[config.mk]
export PLATFORM = sky130hd
export DESIGN_NAME = vram_fetch_reader_flat
export DESIGN_NICKNAME = d
export VERILOG_FILES = /design/src/rtl/vram_fetch_reader_pkg.sv /design/src/rtl/vram_fetch_reader_if.sv /design/src/rtl/sync_fifo.sv /design/src/rtl/vram_fetch_reader.sv /design/src/flat_wrapper.sv
export SDC_FILE = /design/constraint.sdc
export NUM_CORES = 1
export LEC_CHECK = 0
export CAP_MARGIN = 20
export CORE_MARGIN = 5
export CORE_UTILIZATION = 59
export CTS_BUF_LIST = sky130_fd_sc_hd__clkbuf_4
export DETAILED_ROUTE_END_ITERATION = 16
export DONT_BUFFER_PORTS = 1
export PLACE_DENSITY = 0.77
export SLEW_MARGIN = 15
export SYNTH_ARGS = -nofsm -noshare
export SYNTH_HDL_FRONTEND = slang
export SYNTH_SLANG_ARGS = --single-unit
[constraint.sdc]
create_clock -name clk -period 2.9 [get_ports clk]
set_input_delay 0.58 -clock clk [delete_from_list [all_inputs] [get_ports clk]]
set_output_delay 0.58 -clock clk [all_outputs]
set_load 0.01 [all_outputs]
[src/rtl/vram_fetch_reader_pkg.sv]
// Shared VRAM port constants, fetch FSM encoding and a length-decode helper
// used by the VRAM fetch reader.
package vram_fetch_reader_pkg;

    localparam int unsigned VramAddrW    = 15;
    localparam int unsigned VramDataW    = 32;
    localparam int unsigned VramSlots    = 4;
    localparam int unsigned VramPortSlot = 1;
    localparam int unsigned LenW         = 8;
    localparam int unsigned RemW         = LenW + 1;

    typedef enum logic [1:0] {
        StIdle,
        StFetch,
        StCancel
    } fetch_state_e;

    // A zero length field encodes the maximum transfer of 2^LenW words.
    function automatic logic [RemW-1:0] len_to_words(input logic [LenW-1:0] len);
        return (len == '0) ? RemW'(1 << LenW) : {1'b0, len};
    endfunction

endpackage

[src/rtl/vram_fetch_reader_if.sv]
// VRAM read-port and output-stream signals of the fetch reader.
interface vram_fetch_reader_if;
    import vram_fetch_reader_pkg::*;

    logic [VramAddrW-1:0] mem_addr;
    logic                 mem_strobe;
    logic [VramDataW-1:0] mem_rddata;
    logic                 mem_ack;
    logic [VramDataW-1:0] out_data;
    logic                 out_valid;
    logic                 out_ready;

    modport master (
        output mem_addr, mem_strobe, out_data, out_valid,
        input  mem_rddata, mem_ack, out_ready
    );

    modport slave (
        input  mem_addr, mem_strobe, out_data, out_valid,
        output mem_rddata, mem_ack, out_ready
    );

endinterface

[src/rtl/sync_fifo.sv]
// Synchronous FIFO with same-cycle push/pop, synchronous reset and flush.
module sync_fifo #(
    parameter int unsigned WIDTH = 32,
    parameter int unsigned DEPTH = 4,
    localparam int unsigned AW = (DEPTH > 1) ? $clog2(DEPTH) : 1,
    localparam int unsigned CW = $clog2(DEPTH) + 1
) (
    input  logic             clk,
    input  logic             rst,
    input  logic             flush,
    input  logic             push,
    input  logic [WIDTH-1:0] wdata,
    input  logic             pop,
    output logic [WIDTH-1:0] rdata,
    output logic             empty,
    output logic [CW-1:0]    count
);

    localparam logic [CW-1:0] Full = CW'(DEPTH);

    logic [WIDTH-1:0] mem [DEPTH];
    logic [AW-1:0]    wr_ptr_q, rd_ptr_q;
    logic [CW-1:0]    count_q;
    logic             do_push, do_pop;

    assign do_pop  = pop && (count_q != '0);
    assign do_push = push && ((count_q != Full) || do_pop);

    always_ff @(posedge clk) begin
        if (do_push) begin
            mem[wr_ptr_q] <= wdata;
        end
    end

    always_ff @(posedge clk) begin
        if (rst || flush) begin
            wr_ptr_q <= '0;
            rd_ptr_q <= '0;
            count_q  <= '0;
        end else begin
            if (do_push) wr_ptr_q <= wr_ptr_q + AW'(1);
            if (do_pop)  rd_ptr_q <= rd_ptr_q + AW'(1);
            if (do_push && !do_pop)      count_q <= count_q + CW'(1);
            else if (do_pop && !do_push) count_q <= count_q - CW'(1);
        end
    end

    assign rdata = mem[rd_ptr_q];
    assign empty = (count_q == '0);
    assign count = count_q;

endmodule

[src/rtl/vram_fetch_reader.sv]
// Fetches a run of 32-bit words from a slotted VRAM read port into an output
// FIFO, with at most one request outstanding and abort/flush support.
module vram_fetch_reader
    import vram_fetch_reader_pkg::*;
#(
    parameter int unsigned FIFO_DEPTH = 4
) (
    input  logic                 clk,
    input  logic                 rst,
    input  logic                 start,
    input  logic [VramAddrW-1:0] base_addr,
    input  logic [LenW-1:0]      len,
    input  logic                 abort,
    output logic                 busy,
    output logic                 done,
    vram_fetch_reader_if.master  bus
);

    localparam int unsigned CntW = $clog2(FIFO_DEPTH) + 1;
    localparam logic [CntW:0]   DepthC = (CntW + 1)'(FIFO_DEPTH);
    localparam logic [CntW-1:0] OneC   = CntW'(1);

    fetch_state_e         state_q;
    logic [VramAddrW-1:0] addr_q;
    logic                 strobe_q, prev_strobe_q, busy_q, done_q;
    logic [RemW-1:0]      remaining_q, rem_dec;

    logic                 ack_ok, push, pop, flush, last_pop, fifo_empty;
    logic [CntW-1:0]      fifo_count;
    logic [CntW:0]        occ_next;
    logic [VramDataW-1:0] fifo_rdata;

    always_comb begin
        ack_ok   = bus.mem_ack && prev_strobe_q && (state_q == StFetch);
        push     = ack_ok && !abort;
        pop      = !fifo_empty && bus.out_ready;
        flush    = (state_q == StFetch) && abort;
        rem_dec  = remaining_q - RemW'(1);
        occ_next = {1'b0, fifo_count};
        if (push) occ_next = occ_next + (CntW + 1)'(1);
        if (pop)  occ_next = occ_next - (CntW + 1)'(1);
        last_pop = (state_q == StFetch) && (remaining_q == '0) && pop && (fifo_count == OneC);
    end

    always_ff @(posedge clk) begin
        if (rst) begin
            state_q       <= StIdle;
            addr_q        <= '0;
            strobe_q      <= 1'b0;
            prev_strobe_q <= 1'b0;
            busy_q        <= 1'b0;
            done_q        <= 1'b0;
            remaining_q   <= '0;
        end else begin
            done_q        <= 1'b0;
            prev_strobe_q <= strobe_q;
            unique case (state_q)
                StIdle: begin
                    if (start) begin
                        state_q     <= StFetch;
                        busy_q      <= 1'b1;
                        addr_q      <= base_addr;
                        strobe_q    <= 1'b1;
                        remaining_q <= len_to_words(len);
                    end
                end
                StFetch: begin
                    if (abort) begin
                        state_q  <= StCancel;
                        strobe_q <= 1'b0;
                    end else begin
                        if (ack_ok) begin
                            addr_q      <= addr_q + VramAddrW'(1);
                            remaining_q <= rem_dec;
                            strobe_q    <= (rem_dec != '0) && (occ_next < DepthC);
                        end else if (!strobe_q) begin
                            strobe_q <= (remaining_q != '0) && (occ_next < DepthC);
                        end
                        if (last_pop) begin
                            done_q  <= 1'b1;
                            busy_q  <= 1'b0;
                            state_q <= StIdle;
                        end
                    end
                end
                // One dead cycle so a late ack for the cancelled request is swallowed.
                StCancel: begin
                    state_q <= StIdle;
                    busy_q  <= 1'b0;
                end
                default: state_q <= StIdle;
            endcase
        end
    end

    sync_fifo #(
        .WIDTH (VramDataW),
        .DEPTH (FIFO_DEPTH)
    ) u_fifo (
        .clk   (clk),
        .rst   (rst),
        .flush (flush),
        .push  (push),
        .wdata (bus.mem_rddata),
        .pop   (pop),
        .rdata (fifo_rdata),
        .empty (fifo_empty),
        .count (fifo_count)
    );

    assign bus.mem_addr   = addr_q;
    assign bus.mem_strobe = strobe_q;
    assign bus.out_data   = fifo_rdata;
    assign bus.out_valid  = !fifo_empty;
    assign busy           = busy_q;
    assign done           = done_q;

endmodule

[src/flat_wrapper.sv]
// flat-port wrapper written by rule: the top's interface ports become plain ports
module vram_fetch_reader_flat import vram_fetch_reader_pkg::*;
#(
    parameter int unsigned FIFO_DEPTH = 4
)
  (clk, rst, start, base_addr, len, abort, busy, done, bus_mem_addr, bus_mem_strobe, bus_out_data, bus_out_valid, bus_mem_rddata, bus_mem_ack, bus_out_ready);
  vram_fetch_reader_if bus_i ();
  input  logic clk;
  input  logic rst;
  input  logic start;
  input  logic [VramAddrW-1:0] base_addr;
  input  logic [LenW-1:0] len;
  input  logic abort;
  output logic busy;
  output logic done;
  output wire logic [$bits(bus_i.mem_addr)-1:0] bus_mem_addr;
  output wire logic [$bits(bus_i.mem_strobe)-1:0] bus_mem_strobe;
  output wire logic [$bits(bus_i.out_data)-1:0] bus_out_data;
  output wire logic [$bits(bus_i.out_valid)-1:0] bus_out_valid;
  input wire logic [$bits(bus_i.mem_rddata)-1:0] bus_mem_rddata;
  input wire logic [$bits(bus_i.mem_ack)-1:0] bus_mem_ack;
  input wire logic [$bits(bus_i.out_ready)-1:0] bus_out_ready;
  assign bus_mem_addr = bus_i.mem_addr;
  assign bus_mem_strobe = bus_i.mem_strobe;
  assign bus_out_data = bus_i.out_data;
  assign bus_out_valid = bus_i.out_valid;
  assign bus_i.mem_rddata = bus_mem_rddata;
  assign bus_i.mem_ack = bus_mem_ack;
  assign bus_i.out_ready = bus_out_ready;
  vram_fetch_reader #(.FIFO_DEPTH(FIFO_DEPTH)) u_core (.clk(clk), .rst(rst), .start(start), .base_addr(base_addr), .len(len), .abort(abort), .busy(busy), .done(done), .bus(bus_i));
endmodule
==> results.md <==
- Starting Density: 0.604
- Met1 wire length: 5330 um
- Root buffer cell: clkbuf_4
- Total Routed Length: 13,400 um
- #FFs+latches synth: 167
- Layout cells sized above 1: 0.201
- Leakage: 0.00244 uW
- Post-Layout Cell Count: 650
- Netlist cell types: 71
- Post-cts repair resize count: 0
- Sw power: around 1500 uW
- Setup tns final: 0 ns
- Final max-slew violation count: 0
- Worst reg2reg path endpoint: u_core.u_fifo.mem[1][4]
- # setup viols final: 0
- Slew HR: 0.591
- Clock Path Buffers: 2
- H-Tree Depth: 4
- Sequential area share after synthesis: 0.638
- Met3 WL: 1140 um
- Cts hold-fix bufs: 0
- Detailed placement HPWL: 8790 um
- Buffer count from post-CTS setup fixing: 0
- Period utilization: 0.810
- Worst hold stages: 1
- Die extent in x: 121 um
- Pwr Density: 694 nW/um^2
- Switching Share: 0.278
- Std cell rows: 40
- Worst-path clk slew: 0.13 ns
- Flop2flop setup slack: 0.61 ns
- Max_cap viols: 0
- Min Clock Period, post-route: 2.35 ns
- DR WL met2: ~6700 um
- Post-synth EDFFs: 128
- Initial antenna violation count: 0
- Clock sinks: 167
- Hold_sp: rst
- Clock share of power: 0.274
- RD Place Congestion: about 0.85
- I/O pin total: around 110
- Largest net degree at the start of global routing: 46
- Hold Slack: approximately 0.10 ns
- Num CTS Buffers: 17
- Vias per Instance: 6.26
- Post-synth top flop: edfxtp_1
- Clk_skew: 0.0109 ns
- Vias: 4,068
- Die H: 121 um
- Detailed Route Iter0 Violations: about 350
- Fraction of registers with async set/reset: 0
- Mean Syn Cell Area: 14.7 um^2
- Area occupied by multi-input gates: between 2000 and 2500 um^2
- RSZ-0062 raised after global routing: false
- Top sig layer: met4
- Synth warn: 0
- Status: finished, final reports clean
- Logic pwr share: 0.199
- Largest area contributor in the netlist: edfxtp_1
- DRC viols: 0
- Pre-Repair DR Iteration Count: 4
- Net Count, Synth: between 500 and 600
- Nets: approximately 570
- Top cells by area, synth: edfxtp_1 (53%), dfxtp_1 (11%), mux4_2 (9.9%)
- Diode count: 0
- Worst Path Required: about 2.3 ns
- CTS tree: done
- Reg area: 4630 um^2
- Hold path endpoint: u_core.remaining_q[0]
- R2r startpoint: u_core.u_fifo.count[0]
- DP Cell Count: 618
- Post-DR wirelength/cell: 20.6 um
- Data arrival, critical path: 1.77 ns
- Gate Count Post-Synth: 492
- Reg power frac: 0.527
- P_int: 3850 uW
- Fill cells: between 800 and 900
- CP max FO: 32
- Skew-Pair Late Insertion Delay: 0.52 ns
- Worst setup SP type: register
- Die area: 14,600 um^2
- Cell area after synthesis: 7250 um^2
- Register-to-Register Path Depth: 5
- Core area: 12,000 um^2
- Remaining Overflow, GRT: 0
- GRT Overall Usage: 0.192
- Nature of the critical path endpoint: output pin
- Fmax: about 430 MHz
- Post-DRT Antenna Nets: 0
- First-pass GRT wire length: 21,700 um
- Worst-margin pin slew: 0.614 ns
- Layout area overhead: 5.92%
- Top cell type's share of synthesized area: 0.530
- Max VDD drop: around 0.27 mV
- Tot Pwr: 5330 uW
- IO Port Bufs: 0
- Number of global-route vias before repair: 4,184
- Worst setup path category: reg2out
- Hold Fails Final Rpt: 0
- Hold/Removal Path Class: in2reg
[Yosys cell counts, types with 5 or more instances]
cell / instances
buf_2: 7
a211oi_2: 7
nand3_1: 10
o22ai_1: 7
xor2_1: 5
o21ai_0: 10
nand2_1: 25
nor2_1: 37
and2_1: 6
a21oi_1: 27
mux4_2: 32
o21ai_1: 7
nor3_1: 5
dfxtp_1: 39
nor2b_1: 5
clkbuf_1: 14
edfxtp_1: 128
ha_1: 16
inv_1: 11
[power groups by stage]
stage	registers [uW]	clock network, uW	logic, uW
after floorplan	2810	0	944
after global placement	2860	0	1040
after detailed placement	2860	0	1070
after CTS	2810	1520	1080
after global routing	2830	1620	1180
final	2810	1460	1060
[worst max path at each step]
stage / slack (ns) / depth (start not counted) / from / endpoint
3_3_place_gp: 0.69 / 5 / u_core.u_fifo.count[0] / u_core.u_fifo.mem[3][29]
2_1_floorplan: 0.53 / 6 / u_core.state_q[1] / u_core.u_fifo.mem[0][0]
3_5_place_dp: 0.64 / 5 / u_core.u_fifo.count[0] / u_core.u_fifo.mem[1][30]
6_report: 0.55 / 2 / register / bus_out_data[5]
5_1_grt: 0.40 / 8 / u_core.state_q[1] / u_core.bus.mem_addr[7]
4_1_cts: 0.46 / 2 / register / bus_out_data[6]
[layout by cell type (no fill, tap or decap), types with 7 or more instances in the layout]
cell type    n
edfxtp_1   128
dfxtp_1     38
nor2_1      37
mux4_2      32
a21oi_1     27
nand2_1     25
clkbuf_4    20
ha_1        16
inv_1       11
o21ai_0     10
nand3_1     10
o22ai_1      7
a211oi_2     7
o21ai_1      7
buf_4        7
[worst max-delay path, cell delays in order, from the launching register on]
cell,delay (ns)
dfxtp_2,0.36
buf_12,0.26
mux4_2,0.62
[layout make-up]
class | instances | area share
clock inverter | 12 | 0.0228
inverter | 13 | 0.00635
clock buffer | 20 | 0.0195
multi-input combinational | 283 | 0.316
timing repair buffer | 8 | 0.00945
tap | 147 | 0.0239
sequential | 167 | 0.602
[registers in the layout, indices dropped and copies added, names as in the netlist, named ones only]
name	count
u_core.state_q	2
u_core.remaining_q	9
u_core.done	1
u_core.u_fifo.wr_ptr_q	2
u_core.bus.mem_addr	15
u_core.bus.mem_strobe	1
u_core.u_fifo.rd_ptr_q	2
u_core.u_fifo.count	3
u_core.busy	1
u_core.u_fifo.mem	128
u_core.prev_strobe_q	1
[kinds of logic after synthesis]
| logic type | Yosys count | synth area share |
|---|---|---|
| compound gates | 103 | 0.104 |
| xor+xnor | 6 | 0.00725 |
| fa+ha+maj | 16 | 0.0276 |
| buf+inv | 42 | 0.0286 |
| flops | 167 | 0.638 |
| mux | 36 | 0.105 |
| simple gates | 122 | 0.0897 |
[per-layer routing]
layer / track usage / up-vias
met5: 0 / -
met4: 0.0687 / 0
met3: 0.0699 / 12
met2: 0.311 / 143
met1: 0.238 / 2001
li1: - / 1912
[metrics by stage]
stage / cell area (um^2) / utilization / setup slack [ns]
after floorplan: 7250 / - / 0.530
final: 7680 / 0.639 / 0.550
after CTS: 7680 / 0.639 / 0.458
after global routing: 7680 / 0.639 / 0.402
after detailed placement: 7360 / 0.612 / 0.637
after global placement: 7360 / 0.612 / 0.695
(Power assumes the default switching activity.)
